**src/rtl/bcd_display_pkg.sv**
```systemverilog
// rtl/bcd_display_pkg.sv - shared types, digit indices and segment encodings for the display scanner
package bcd_display_pkg;

    typedef logic [1:0] digit_idx_t;

    localparam digit_idx_t DIG_LS_MIN  = 2'd0;
    localparam digit_idx_t DIG_MS_MIN  = 2'd1;
    localparam digit_idx_t DIG_LS_HOUR = 2'd2;
    localparam digit_idx_t DIG_MS_HOUR = 2'd3;

    localparam logic [6:0] SEG_BLANK = 7'h7F;
    localparam logic [6:0] SEG_DASH  = 7'h3F;

    // Active-low {g,f,e,d,c,b,a}; codes 10..15 are not BCD and show a dash
    localparam logic [6:0] SEG_TABLE [0:15] = '{
        7'h40, 7'h79, 7'h24, 7'h30, 7'h19, 7'h12, 7'h02, 7'h78,
        7'h00, 7'h10, SEG_DASH, SEG_DASH, SEG_DASH, SEG_DASH, SEG_DASH, SEG_DASH
    };

    typedef struct packed {
        logic [3:0] ms_hour;
        logic [3:0] ls_hour;
        logic [3:0] ms_min;
        logic [3:0] ls_min;
    } bcd_time_t;

endpackage

```
**src/rtl/bcd_display_scan_if.sv**
```systemverilog
// rtl/bcd_display_scan_if.sv - BCD time in, multiplexed 7-segment drive out
interface bcd_display_scan_if;
    logic [3:0] ms_hour;
    logic [3:0] ls_hour;
    logic [3:0] ms_min;
    logic [3:0] ls_min;
    logic [3:0] an_n;
    logic [6:0] seg_n;
    logic       dp_n;

    // Clock stage / test driver side
    modport master (
        output ms_hour, ls_hour, ms_min, ls_min,
        input  an_n, seg_n, dp_n
    );

    // Display scanner side
    modport slave (
        input  ms_hour, ls_hour, ms_min, ls_min,
        output an_n, seg_n, dp_n
    );
endinterface

```
**src/rtl/bcd_to_7seg.sv**
```systemverilog
// rtl/bcd_to_7seg.sv - combinational BCD to active-low 7-segment decoder
module bcd_to_7seg
    import bcd_display_pkg::*;
(
    input  logic [3:0] bcd,
    output logic [6:0] seg_n
);

    // Table lookup; non-BCD codes already map to a dash in the table
    always_comb begin
        seg_n = SEG_TABLE[bcd];
    end

endmodule

```
**src/rtl/bcd_display_scan.sv**
```systemverilog
// rtl/bcd_display_scan.sv - 4-digit multiplexed display scanner with per-frame snapshot; optional LEAD_ZERO_BLANK_EN
module bcd_display_scan
    import bcd_display_pkg::*;
#(
    parameter int REFRESH_DIV = 50000,
    parameter int BLINK_DIV   = 50000000,
    parameter int COLON_BLINK = 1
) (
    input  logic              clk,
    input  logic              rst_n,
    bcd_display_scan_if.slave disp
);

    localparam int DIV_W   = (REFRESH_DIV > 2) ? $clog2(REFRESH_DIV) : 1;
    localparam int BLINK_W = (BLINK_DIV > 2) ? $clog2(BLINK_DIV) : 1;
    localparam logic [DIV_W-1:0]   DIV_LAST   = DIV_W'(REFRESH_DIV - 1);
    localparam logic [BLINK_W-1:0] BLINK_LAST = BLINK_W'(BLINK_DIV - 1);

    logic [DIV_W-1:0]   div_cnt_q,     div_cnt_d;
    digit_idx_t         digit_sel_q,   digit_sel_d;
    logic [BLINK_W-1:0] blink_cnt_q,   blink_cnt_d;
    logic               blink_phase_q, blink_phase_d;
    bcd_time_t          snap_q,        snap_d;
    logic [3:0]         an_n_q,        an_n_d;
    logic [6:0]         seg_n_q,       seg_n_d;
    logic               dp_n_q,        dp_n_d;

    logic               div_wrap;
    logic [3:0]         cur_digit;
    logic [6:0]         dec_seg_n;

    bcd_to_7seg u_dec (
        .bcd   (cur_digit),
        .seg_n (dec_seg_n)
    );

    // Scan/blink counters, frame snapshot and next output values
    always_comb begin
        div_wrap      = (div_cnt_q == DIV_LAST);
        div_cnt_d     = div_wrap ? '0 : div_cnt_q + 1'b1;
        digit_sel_d   = div_wrap ? digit_sel_q + 1'b1 : digit_sel_q;

        blink_cnt_d   = (blink_cnt_q == BLINK_LAST) ? '0 : blink_cnt_q + 1'b1;
        blink_phase_d = (blink_cnt_q == BLINK_LAST) ? ~blink_phase_q : blink_phase_q;

        // Capture on the last cycle of the last digit so the next frame is coherent
        snap_d = snap_q;
        if (div_wrap && (digit_sel_q == DIG_MS_HOUR)) begin
            snap_d.ms_hour = disp.ms_hour;
            snap_d.ls_hour = disp.ls_hour;
            snap_d.ms_min  = disp.ms_min;
            snap_d.ls_min  = disp.ls_min;
        end

        unique case (digit_sel_q)
            DIG_LS_MIN:  cur_digit = snap_q.ls_min;
            DIG_MS_MIN:  cur_digit = snap_q.ms_min;
            DIG_LS_HOUR: cur_digit = snap_q.ls_hour;
            default:     cur_digit = snap_q.ms_hour;
        endcase

        an_n_d  = ~(4'b0001 << digit_sel_q);
        seg_n_d = dec_seg_n;
        dp_n_d  = ~((digit_sel_q == DIG_LS_HOUR) && (blink_phase_q || (COLON_BLINK == 0)));

`ifdef LEAD_ZERO_BLANK_EN
        // A leading zero in the tens-of-hours slot turns that digit fully off
        if ((digit_sel_q == DIG_MS_HOUR) && (snap_q.ms_hour == 4'd0)) begin
            an_n_d  = 4'b1111;
            seg_n_d = SEG_BLANK;
        end
`endif
    end

    // State and registered outputs; reset blanks the display immediately
    always_ff @(posedge clk or negedge rst_n) begin
        if (!rst_n) begin
            div_cnt_q     <= '0;
            digit_sel_q   <= DIG_LS_MIN;
            blink_cnt_q   <= '0;
            blink_phase_q <= 1'b0;
            snap_q        <= '0;
            an_n_q        <= 4'b1111;
            seg_n_q       <= SEG_BLANK;
            dp_n_q        <= 1'b1;
        end else begin
            div_cnt_q     <= div_cnt_d;
            digit_sel_q   <= digit_sel_d;
            blink_cnt_q   <= blink_cnt_d;
            blink_phase_q <= blink_phase_d;
            snap_q        <= snap_d;
            an_n_q        <= an_n_d;
            seg_n_q       <= seg_n_d;
            dp_n_q        <= dp_n_d;
        end
    end

    assign disp.an_n  = an_n_q;
    assign disp.seg_n = seg_n_q;
    assign disp.dp_n  = dp_n_q;

endmodule

```
**src/flat_wrapper.sv**
```systemverilog
// flat-port wrapper written by rule: the top's interface ports become plain ports
module bcd_display_scan_flat import bcd_display_pkg::*;
#(
    parameter int REFRESH_DIV = 50000,
    parameter int BLINK_DIV   = 50000000,
    parameter int COLON_BLINK = 1
)
  (clk, rst_n, disp_ms_hour, disp_ls_hour, disp_ms_min, disp_ls_min, disp_an_n, disp_seg_n, disp_dp_n);
  bcd_display_scan_if disp_i ();
  input  logic clk;
  input  logic rst_n;
  input wire logic [$bits(disp_i.ms_hour)-1:0] disp_ms_hour;
  input wire logic [$bits(disp_i.ls_hour)-1:0] disp_ls_hour;
  input wire logic [$bits(disp_i.ms_min)-1:0] disp_ms_min;
  input wire logic [$bits(disp_i.ls_min)-1:0] disp_ls_min;
  output wire logic [$bits(disp_i.an_n)-1:0] disp_an_n;
  output wire logic [$bits(disp_i.seg_n)-1:0] disp_seg_n;
  output wire logic [$bits(disp_i.dp_n)-1:0] disp_dp_n;
  assign disp_i.ms_hour = disp_ms_hour;
  assign disp_i.ls_hour = disp_ls_hour;
  assign disp_i.ms_min = disp_ms_min;
  assign disp_i.ls_min = disp_ls_min;
  assign disp_an_n = disp_i.an_n;
  assign disp_seg_n = disp_i.seg_n;
  assign disp_dp_n = disp_i.dp_n;
  bcd_display_scan #(.REFRESH_DIV(REFRESH_DIV), .BLINK_DIV(BLINK_DIV), .COLON_BLINK(COLON_BLINK)) u_core (.clk(clk), .rst_n(rst_n), .disp(disp_i));
endmodule
```
**config.mk**
```make
export PLATFORM = sky130hd
export DESIGN_NAME = bcd_display_scan_flat
export DESIGN_NICKNAME = d
export VERILOG_FILES = /design/src/rtl/bcd_display_pkg.sv /design/src/rtl/bcd_display_scan_if.sv /design/src/rtl/bcd_to_7seg.sv /design/src/rtl/bcd_display_scan.sv /design/src/flat_wrapper.sv
export SDC_FILE = /design/constraint.sdc
export NUM_CORES = 1
export LEC_CHECK = 0
export CAP_MARGIN = 20
export CORE_UTILIZATION = 31
export CTS_CLUSTER_SIZE = 10
export DETAILED_ROUTE_END_ITERATION = 8
export GPL_TIMING_DRIVEN = 0
export PLACE_DENSITY = 0.58
export SYNTH_ARGS = -nofsm -noshare
export SYNTH_HDL_FRONTEND = slang
export SYNTH_SLANG_ARGS = --single-unit
```
**constraint.sdc**
```tcl
create_clock -name clk -period 5.5 [get_ports clk]
set_clock_uncertainty 0.05 [all_clocks]
set_input_delay 0.825 -clock clk [delete_from_list [all_inputs] [get_ports clk]]
set_output_delay 0.825 -clock clk [all_outputs]
set_load 0.01 [all_outputs]
```
==> impl_metrics.toml <==
[yosys]
netlist_area_um2 = 3400
ys_ff_latch = 73
yosys-top-cells-count = "dfrtp_1, inv_1, nand2_1, nor2_1, xnor2_1"
ys_top_cells_by_area = "dfrtp_1, dfstp_2, mux2_4, ha_1, xnor2_1"
synth.distinct_cells = 43
ys_warn_count = 0
synth_top_area_frac = 0.448
synth_most_common_cell = "dfrtp_1"
synthesis.nets = 321
syn-instance-count = 293
synth_flop_cell = "dfrtp_1"
ys_seq_area_frac = 0.541
synth-edff-count = 0
ys_async_sr_fraction = 1.00
yosys.area.top_type = "dfrtp_1"
syn_avg_cell_area_um2 = 11.6

[die]
die-area_um2 = 11400
fp.dieH_um = 107
die_w_um = 107
start_util = 0.325
ios = 30
num_rows = 37
core_um2 = 10500

[setup_path]
crit_start = "u_core.digit_sel_q[0]"
path_class = "reg -> reg"
rrSetupSlack_ps = 3170
cp.arrival_ps = 2550
critPathLaunchType = "flip-flop"
cp.required_ps = 5720
endpoint = "u_core.disp.seg_n[3]"
end_kind = "flip-flop"
r2r_cells = 7
reg2reg_from = "u_core.digit_sel_q[0]"
crit_fanout = 7
r2r_end = "u_core.disp.seg_n[3]"

[clock_network]
insertion_delay_ps = 360
ctsResizeCount = 0
postCtsSetupRepairBufs = 0
clkTransAtPathRegs_ps = 80
cts_root_buffer = "clkbuf_8"
clk_path_buf_depth = 2
numCtsBuffers = 9
cts_sinks = 73
holdBufCountCts = 0
cts.htree.levels = 3
cts_tree = "done"

[finish]
final_core_util = 0.391
syn_to_final_growth_pct = 20.1
n_antenna_cell = 0
fin_nets = 362
drive_gt1_frac = 0.159
fin_area_um2 = 4090

[power]
p_clk_frac = 0.419
swShare = 0.221
seq_power_share = 0.529
pwr_density_cell_nw_per_um2 = 256
p_leak_nw = 1.78
peakVddDrop_mv = 0.116
p_int_uw = 817
comb_power_share = 0.053
power_switching_uw = 232

[route]
vias = 2270
first_iter_violations = 117
dr.pass1.iters = 5
viasPerCell = 4.78
wire_per_inst_um = 13.7
drt.antenna.violating_nets = 0
wl_um = 6500
drc = 0

[global_route]
grt_pass1_vias = 2427
gr-usage-all-layers = 0.132
grt_overflow = 0
grt_start_max_net_pins = 43
antenna_found_initial = 0
grt_pass1_wl_um = 11700

[timing]
post-route-period-util = 0.423
fin_crit_ps = 2330
fin_tns_setup_ps = 0
max_slew_margin = 0.603
max_freq_mhz = 430
hold_viol = 0
finalMaxSlewViolations = 0
tightest_slew_ps = 580
setup_viol = 0
rsz0062_at_grt = "no"

[outcome]
status = "completed"

[placed_design]
gp_congestion = 0.785
hpwl_um = 4480
placement.cell_area_um2 = 3880
portBuffers = 29

[min_path]
hp-class = "in -> async"

[flow_run]
cap_viol_max_count = 0
how the worst min path moves through the flow:
| stage | start | to | slack, ps | cells past startpoint |
|---|---|---|---|---|
| 2_1_floorplan | u_core.blink_phase_q | u_core.disp.dp_n | 340 | 1 |
| 3_3_place_gp | u_core.blink_phase_q | u_core.disp.dp_n | 350 | 1 |
| 3_5_place_dp | u_core.blink_phase_q | u_core.disp.dp_n | 360 | 1 |
| 4_1_cts | rst_n | u_core.blink_cnt_q[20] | 360 | 1 |
| 5_1_grt | rst_n | u_core.blink_cnt_q[17] | 380 | 1 |
| 6_report | rst_n | u_core.blink_cnt_q[17] | 360 | 1 |
state kept, by name, indices dropped and copies added, names as in the netlist:
signal / count
u_core.digit_sel_q: 2
u_core.disp.dp_n: 1
u_core.disp.seg_n: 7
u_core.disp.an_n: 4
u_core.blink_phase_q: 1
u_core.div_cnt_q: 16
u_core.snap_q: 16
u_core.blink_cnt_q: 26
per-layer routing:
layer / GRT usage / vias to the layer above / routed length [um]
met2: 0.200 / 39 / 2950
met1: 0.167 / 1093 / 3130
met5: 0 / - / 0
met3: 0.0468 / 10 / 289
met4: 0.0607 / 0 / 119
li1: - / 1128 / -
worst max-delay path: stages (launching register included):
cell,delay [ps]
dfrtp_1,420
inv_1,120
ha_1,310
a222oi_1,150
mux2i_1,470
inv_1,140
ha_1,340
o221ai_1,230
kinds of logic after synthesis:
family          share of synthesized area
simple gates                        0.166
flops                               0.541
compound gates                     0.0713
xor+xnor                           0.0695
buf+inv                            0.0338
mux                                0.0820
fa+ha+maj                          0.0368
layout make-up:
cell class	count	area (um^2)
buffer	7	40.0
clock inverter	3	47.5
inverter	20	75.1
multi-input combinational	193	1450
clock buffer	13	159
fill	1046	6370
timing repair buffer	30	308
sequential	73	1840
tap	136	170
stage by stage:
stage / hold slack [ps] / worst slack, ps / std cells / total power [mW]
after floorplan: 344 / 3510 / 293 / 0.584
after global placement: 352 / 988 / 458 / 0.619
after detailed placement: 362 / 3180 / 459 / 0.621
after CTS: 363 / 3150 / 475 / 1.06
after global routing: 384 / 2940 / 475 / 1.09
final: 359 / 3170 / 475 / 1.05
power by group through the flow:
stage | registers, mW | clock network (mW) | logic [mW]
after floorplan | 0.566 | 0 | 0.0179
after global placement | 0.564 | 0 | 0.0545
after detailed placement | 0.565 | 0 | 0.0568
after CTS | 0.554 | 0.453 | 0.0570
after global routing | 0.555 | 0.473 | 0.0623
final | 0.554 | 0.439 | 0.0553
layout by cell type (no fill, tap or decap), types with 8 or more instances in the layout:
master	instances
a21oi_1	12
clkbuf_8	11
clkdlybuf4s50_1	28
dfrtp_1	61
dfstp_2	12
ha_1	10
inv_1	20
mux2_4	10
nand2_1	17
nand3_1	13
nand4_1	11
nor2_1	15
o21ai_0	8
xnor2_1	14
xor2_1	13
No activity file was read; power rests on OpenSTA's default activity.
